$ cat src/rtl/whack_a_mole_core_n.sv
// Whack-a-mole game engine: picks non-repeating random holes from an 8-bit
// LFSR, scores edge-detected switch hits and counts timeouts/penalties as misses.
module whack_a_mole_core_n #(
  parameter int          N_HOLES    = 9,
  parameter int          CNT_W      = 33,
  parameter int          SCORE_W    = 7,
  parameter logic [63:0] GAME_TICKS = 64'd6000000000,
  parameter logic [63:0] TICKS_EASY = 64'd3000000000,
  parameter logic [63:0] TICKS_MED  = 64'd2000000000,
  parameter logic [63:0] TICKS_HARD = 64'd1000000000,
  parameter int          PENALTY    = 0,
  parameter logic [7:0]  LFSR_SEED  = 8'hA5
) (
  input  logic               Clk,
  input  logic               Reset,
  input  logic               BtnL,
  input  logic               BtnU,
  input  logic               BtnR,
  input  logic               Ack,
  input  logic [N_HOLES-1:0] Sw,
  output logic               mole_valid,
  output logic [3:0]         mole_index,
  output logic [SCORE_W-1:0] score,
  output logic [SCORE_W-1:0] misses,
  output logic               hit_pulse,
  output logic               miss_pulse,
  output logic               start_game,
  output logic               game_timer_out,
  output logic [2:0]         state_o
);

  typedef enum logic [2:0] {
    IDLE = 3'd0,
    ARM  = 3'd1,
    UP   = 3'd2,
    HIT  = 3'd3,
    MISS = 3'd4,
    DONE = 3'd5
  } state_t;

  localparam logic [CNT_W-1:0]   GAME_LAST = CNT_W'(GAME_TICKS - 64'd1);
  localparam logic [CNT_W-1:0]   EASY_LAST = CNT_W'(TICKS_EASY - 64'd1);
  localparam logic [CNT_W-1:0]   MED_LAST  = CNT_W'(TICKS_MED - 64'd1);
  localparam logic [CNT_W-1:0]   HARD_LAST = CNT_W'(TICKS_HARD - 64'd1);
  localparam logic [3:0]         LAST_HOLE = 4'(N_HOLES - 1);
  localparam logic [7:0]         HOLES_8   = 8'(N_HOLES);
  localparam logic [SCORE_W-1:0] SCORE_MAX = {SCORE_W{1'b1}};

  state_t             state;
  state_t             state_next;
  logic [7:0]         lfsr;
  logic               lfsr_fb;
  logic [N_HOLES-1:0] sw_q;
  logic [N_HOLES-1:0] rise;
  logic               hit_rise;
  logic [3:0]         cand;
  logic               first_mole;
  logic [CNT_W-1:0]   game_cnt;
  logic [CNT_W-1:0]   mole_cnt;
  logic [CNT_W-1:0]   win_last;

  assign lfsr_fb = lfsr[7] ^ lfsr[5] ^ lfsr[4] ^ lfsr[3];
  assign state_o = state;

  // Candidate hole is bumped by one when it would repeat the previous mole.
  always_comb begin
    rise     = Sw & ~sw_q;
    hit_rise = |(rise & (N_HOLES'(1) << mole_index));
    cand     = 4'(lfsr % HOLES_8);
    if (!first_mole && (cand == mole_index)) begin
      cand = (cand == LAST_HOLE) ? 4'd0 : cand + 4'd1;
    end
    state_next = state;
    case (state)
      IDLE: if (BtnL || BtnU || BtnR) state_next = ARM;
      ARM:  state_next = UP;
      UP: begin
        if (hit_rise)                            state_next = HIT;
        else if ((PENALTY != 0) && (|rise))      state_next = MISS;
        else if (mole_cnt == win_last)           state_next = MISS;
        else if (game_timer_out)                 state_next = DONE;
      end
      HIT, MISS: state_next = game_timer_out ? DONE : ARM;
      DONE: if (Ack) state_next = IDLE;
      default: state_next = IDLE;
    endcase
  end

  always_ff @(posedge Clk) begin
    if (Reset) state <= IDLE;
    else       state <= state_next;
  end

  always_ff @(posedge Clk) begin
    if (Reset) begin
      lfsr           <= LFSR_SEED;
      sw_q           <= '0;
      mole_valid     <= 1'b0;
      mole_index     <= 4'd0;
      score          <= '0;
      misses         <= '0;
      hit_pulse      <= 1'b0;
      miss_pulse     <= 1'b0;
      start_game     <= 1'b0;
      game_timer_out <= 1'b0;
      first_mole     <= 1'b0;
      game_cnt       <= '0;
      mole_cnt       <= '0;
      win_last       <= '0;
    end else begin
      lfsr       <= {lfsr[6:0], lfsr_fb};
      sw_q       <= Sw;
      hit_pulse  <= 1'b0;
      miss_pulse <= 1'b0;

      if (start_game && !game_timer_out) begin
        if (game_cnt == GAME_LAST) game_timer_out <= 1'b1;
        else                       game_cnt       <= game_cnt + CNT_W'(1);
      end

      case (state)
        IDLE: begin
          if (BtnL || BtnU || BtnR) begin
            win_last       <= BtnL ? EASY_LAST : (BtnU ? MED_LAST : HARD_LAST);
            score          <= '0;
            misses         <= '0;
            game_cnt       <= '0;
            game_timer_out <= 1'b0;
            start_game     <= 1'b1;
            first_mole     <= 1'b1;
          end
        end
        ARM: begin
          mole_index <= cand;
          mole_valid <= 1'b1;
          mole_cnt   <= '0;
          first_mole <= 1'b0;
        end
        UP: mole_cnt <= mole_cnt + CNT_W'(1);
        HIT: begin
          mole_valid <= 1'b0;
          hit_pulse  <= 1'b1;
          if (score != SCORE_MAX) score <= score + SCORE_W'(1);
        end
        MISS: begin
          mole_valid <= 1'b0;
          miss_pulse <= 1'b1;
          if (misses != SCORE_MAX) misses <= misses + SCORE_W'(1);
        end
        DONE: begin
          if (Ack) begin
            score          <= '0;
            misses         <= '0;
            game_timer_out <= 1'b0;
            mole_index     <= 4'd0;
          end
        end
        default: ;
      endcase

      // Entering DONE hides the mole and stops the game clock immediately.
      if (state_next == DONE) begin
        mole_valid <= 1'b0;
        start_game <= 1'b0;
      end
    end
  end

endmodule
$ cat config.mk
export PLATFORM = sky130hd
export DESIGN_NAME = whack_a_mole_core_n
export DESIGN_NICKNAME = d
export VERILOG_FILES = /design/src/rtl/whack_a_mole_core_n.sv
export SDC_FILE = /design/constraint.sdc
export NUM_CORES = 1
export LEC_CHECK = 0
export BUFFER_PORTS_ARGS = -buffer_cell sky130_fd_sc_hd__buf_4
export CAP_MARGIN = 5
export CORE_MARGIN = 5
export CORE_UTILIZATION = 66
export CTS_CLUSTER_SIZE = 8
export DETAILED_ROUTE_END_ITERATION = 12
export PLACE_DENSITY = 0.88
export SETUP_SLACK_MARGIN = 0.5
export SYNTH_ARGS = -nofsm -noshare
export SYNTH_HDL_FRONTEND = slang
export SYNTH_SLANG_ARGS = --single-unit
$ cat constraint.sdc
create_clock -name Clk -period 11.6 [get_ports Clk]
set_input_delay 1.16 -clock Clk [delete_from_list [all_inputs] [get_ports Clk]]
set_output_delay 1.16 -clock Clk [all_outputs]
set_load 0.005 [all_outputs]
==> impl_metrics.py <==
metrics = {
    "status": {
        "run_status": "completed",
    },
    "global_routing": {
        "grt_overflow": 0,
        "globalRouteTotalUtil": 0.276,
        "vias_in_the_first_global_route": 5692,
        "grt_max_degree": 74,
        "antenna_violations_before_repair": 0,
        "grt_first_pass_wirelength_um": 26200,
    },
    "sta": {
        "post-route-min-period_ns": 4.77,
        "worst_slew_margin_rel": 0.184,
        "setup_tns_ns": 0,
        "final_clock_skew_ns": 0.00648,
        "finalMaxSlewViolations": 0,
        "achievable-frequency_mhz": 210,
        "setup_viol_count_final": 0,
        "timing.final.hold_violations": 0,
        "grt_setup_unrepaired": "no",
        "pin_slew_with_the_least_headroom_to_its_limit_ns": 1.22,
        "final_min_period_over_clock_period": 0.411,
    },
    "worst_setup_path": {
        "type_of_the_setup_path_with_the_least_slack": "flop to flop",
        "timing.critical_path.arrival_ns": 5.17,
        "timing.critical_path.from": "lfsr[3]$_SDFF_PP0_",
        "setup.worst_path.start_class": "flop",
        "crit_path_end_kind": "flop",
        "critPathMaxFanout": 11,
        "cp_data_required_time_ns": 12.00,
        "rr_startpoint": "lfsr[3]$_SDFF_PP0_",
    },
    "placed_design": {
        "dpl_cell_area_um2": 6600,
        "routability_driven_placement_congestion_ratio": 0.920,
        "placement.io_buffers": 40,
        "placed_cells": 911,
        "dp_hpwl_um": 10200,
    },
    "cells_and_area": {
        "final.fill_count": 657,
        "layoutNonFillerInstCount": 943,
        "layout.area.seq_um2": 2340,
        "antennaDiodeCount": 0,
        "post_route_standard_cell_area_excluding_fillers_um2": 7180,
        "layout-drive-gt1-share": 0.135,
        "area_used_by_multi_input_combinational_logic_um2": 3700,
        "finalNetCount": 825,
        "final_core_utilization": 0.777,
        "syn2layout_area_growth_pct": 14.9,
    },
    "synth": {
        "ys_types": 78,
        "syn-num-nets": 791,
        "postSynthAreaPerCell_um2": 8.14,
        "synth_top_cells_by_area": "sky130_fd_sc_hd__dfxtp_1 38%, sky130_fd_sc_hd__nor2_1 6.7%, sky130_fd_sc_hd__nand2_1 4.3%",
        "synth_async_sr_flop_share": 0,
        "synth.yosys.seq_area_share": 0.375,
        "post_synth_most_frequent_cells": "117 x sky130_fd_sc_hd__dfxtp_1, 111 x sky130_fd_sc_hd__nor2_1, 71 x sky130_fd_sc_hd__nand2_1",
        "syn-cell-area_um2": 6240,
        "synth_edf_count": 0,
        "synth.ff_latch_count": 117,
        "synth_cells": 767,
        "synth_top_cell_by_area": "sky130_fd_sc_hd__dfxtp_1",
        "synth_ff_type": "sky130_fd_sc_hd__dfxtp_1",
        "synthMostInstantiatedCell": "sky130_fd_sc_hd__dfxtp_1",
        "yosys.area.top_type_share": 0.375,
        "synth-warning-count": 0,
    },
    "drt": {
        "final_antenna_net_count": 0,
        "detailroute.via_count": 5894,
        "drc": 0,
        "via_per_inst": 6.25,
        "wl_per_cell_um": 16.4,
        "firstDrtPassIters": 5,
        "first_iter_violations": 498,
        "routed_wl_um": 15500,
    },
    "floorplanning": {
        "fp-row-count": 35,
        "boundaryPins": 41,
        "floorplan.die_area_um2": 11500,
        "die_w_um": 107,
        "die_extent_in_y_um": 107,
        "coreArea_um2": 9240,
        "initial_standard_cell_utilization_of_the_core": 0.676,
    },
    "flow_run": {
        "max_cap_viol_count": 0,
    },
    "power_and_ir_drop": {
        "power.static_leakage_nw": 2.69,
        "power.density_cell_area_nw_per_um2": 171,
        "ir_drop_mv": 0.118,
    },
    "clock_network": {
        "ctsHoldBuffers": 0,
        "setup_buffers_after_cts": 0,
        "cts_root_buf": "sky130_fd_sc_hd__clkbuf_8",
        "cts.htree.levels": 4,
        "cts_tree": "yes",
        "numClockSinks": 117,
        "worstSkewPairLatency_ns": 0.51,
        "post_cts_resize_count": 0,
        "clkTransAtPathRegs_ns": 0.06,
        "cts_inserted_buffers": 17,
        "ctsLongestPathBuffers": 2,
    },
    "worst_hold_path": {
        "worst_hold_path_type": "flop to flop",
        "holdCritStartpoint": "first_mole$_SDFFE_PP0P_",
    },
}
==> worst max-delay path: stages, from the launching register on <==
cell,delay [ns]
sky130_fd_sc_hd__dfxtp_1,0.66
sky130_fd_sc_hd__nand2b_1,0.17
sky130_fd_sc_hd__o22ai_1,0.17
sky130_fd_sc_hd__a22o_1,0.25
sky130_fd_sc_hd__inv_1,0.09
sky130_fd_sc_hd__ha_1,0.19
sky130_fd_sc_hd__inv_1,0.08
sky130_fd_sc_hd__o2111ai_1,0.17
sky130_fd_sc_hd__a311o_1,0.40
sky130_fd_sc_hd__o211ai_1,0.25
sky130_fd_sc_hd__ha_1,0.36
sky130_fd_sc_hd__nand3b_1,0.16
sky130_fd_sc_hd__a32oi_4,0.30
sky130_fd_sc_hd__a21oi_4,0.17
sky130_fd_sc_hd__xnor2_2,0.23
sky130_fd_sc_hd__nand4_1,0.22
sky130_fd_sc_hd__or4b_1,0.54
sky130_fd_sc_hd__a32o_1,0.27
==> report_power, final <==
group          switching, W  internal (W)
sequential        0.0000279      0.000420
clock              0.000187      0.000316
combinational      0.000164      0.000110
total              0.000379      0.000847
==> area by class of cell <==
| type | count | area share |
|---|---|---|
| timing repair buffer | 41 | 0.0429 |
| inverter | 24 | 0.0126 |
| tap | 129 | 0.0225 |
| clock buffer | 20 | 0.0621 |
| multi-input combinational | 600 | 0.516 |
| clock inverter | 12 | 0.0180 |
| sequential | 117 | 0.326 |
==> sequential cells by signal, summed over array words and instances, names as in the netlist, 3 cells and up <==
name	cells
mole_cnt	33
lfsr	8
misses	7
sw_q	9
mole_index	4
game_cnt	33
state_o	3
score	7
win_last	7
==> cells in the final DEF (no fill, tap or decap), types with 16 or more instances in the layout <==
master / instances
sky130_fd_sc_hd__xor2_1: 30
sky130_fd_sc_hd__nand4_1: 20
sky130_fd_sc_hd__nand3_1: 52
sky130_fd_sc_hd__clkbuf_16: 16
sky130_fd_sc_hd__o21ai_0: 20
sky130_fd_sc_hd__dfxtp_1: 117
sky130_fd_sc_hd__nor2_1: 111
sky130_fd_sc_hd__nand2_1: 71
sky130_fd_sc_hd__and3_1: 16
sky130_fd_sc_hd__a21oi_1: 51
sky130_fd_sc_hd__or3_1: 19
sky130_fd_sc_hd__buf_4: 41
sky130_fd_sc_hd__inv_1: 24
==> cells by family after synthesis <==
kind of cell | share of synthesized area
multiplexers | 0.0210
AO/OA/AOI/OAI | 0.171
adder cells (fa/ha/maj) | 0.0180
AND/OR/NAND/NOR | 0.308
buffers and inverters | 0.0321
XOR/XNOR | 0.0755
flip-flops | 0.375
==> final timing paths <==
kind | end | slack (ns) | cells past startpoint
worst min-delay path | first_mole$_SDFFE_PP0P_ | 0.46 | 2
worst max-delay path | mole_index[3]$_SDFFE_PP0P_ | 6.83 | 17
worst min register to register | first_mole$_SDFFE_PP0P_ | 0.46 | 2
worst max register to register | mole_index[3]$_SDFFE_PP0P_ | 6.83 | 17
==> metal layers <==
layer,up-vias,part of all wire,global-route usage
met5,-,0,0
met4,0,0.015,0.0849
met3,34,0.073,0.0708
met2,263,0.50,0.479
met1,2778,0.41,0.336
li1,2819,-,-
==> metrics by stage <==
step	hold WS (ns)	total power [W]	setup slack [ns]
after floorplan	0.436	0.000653	7.47
after global placement	0.444	0.000703	7.20
after detailed placement	0.449	0.000719	6.96
after CTS	0.457	0.00122	6.94
after global routing	0.472	0.00128	6.55
final	0.456	0.00123	6.83
Note: power is estimated with default switching activity, not from simulation.
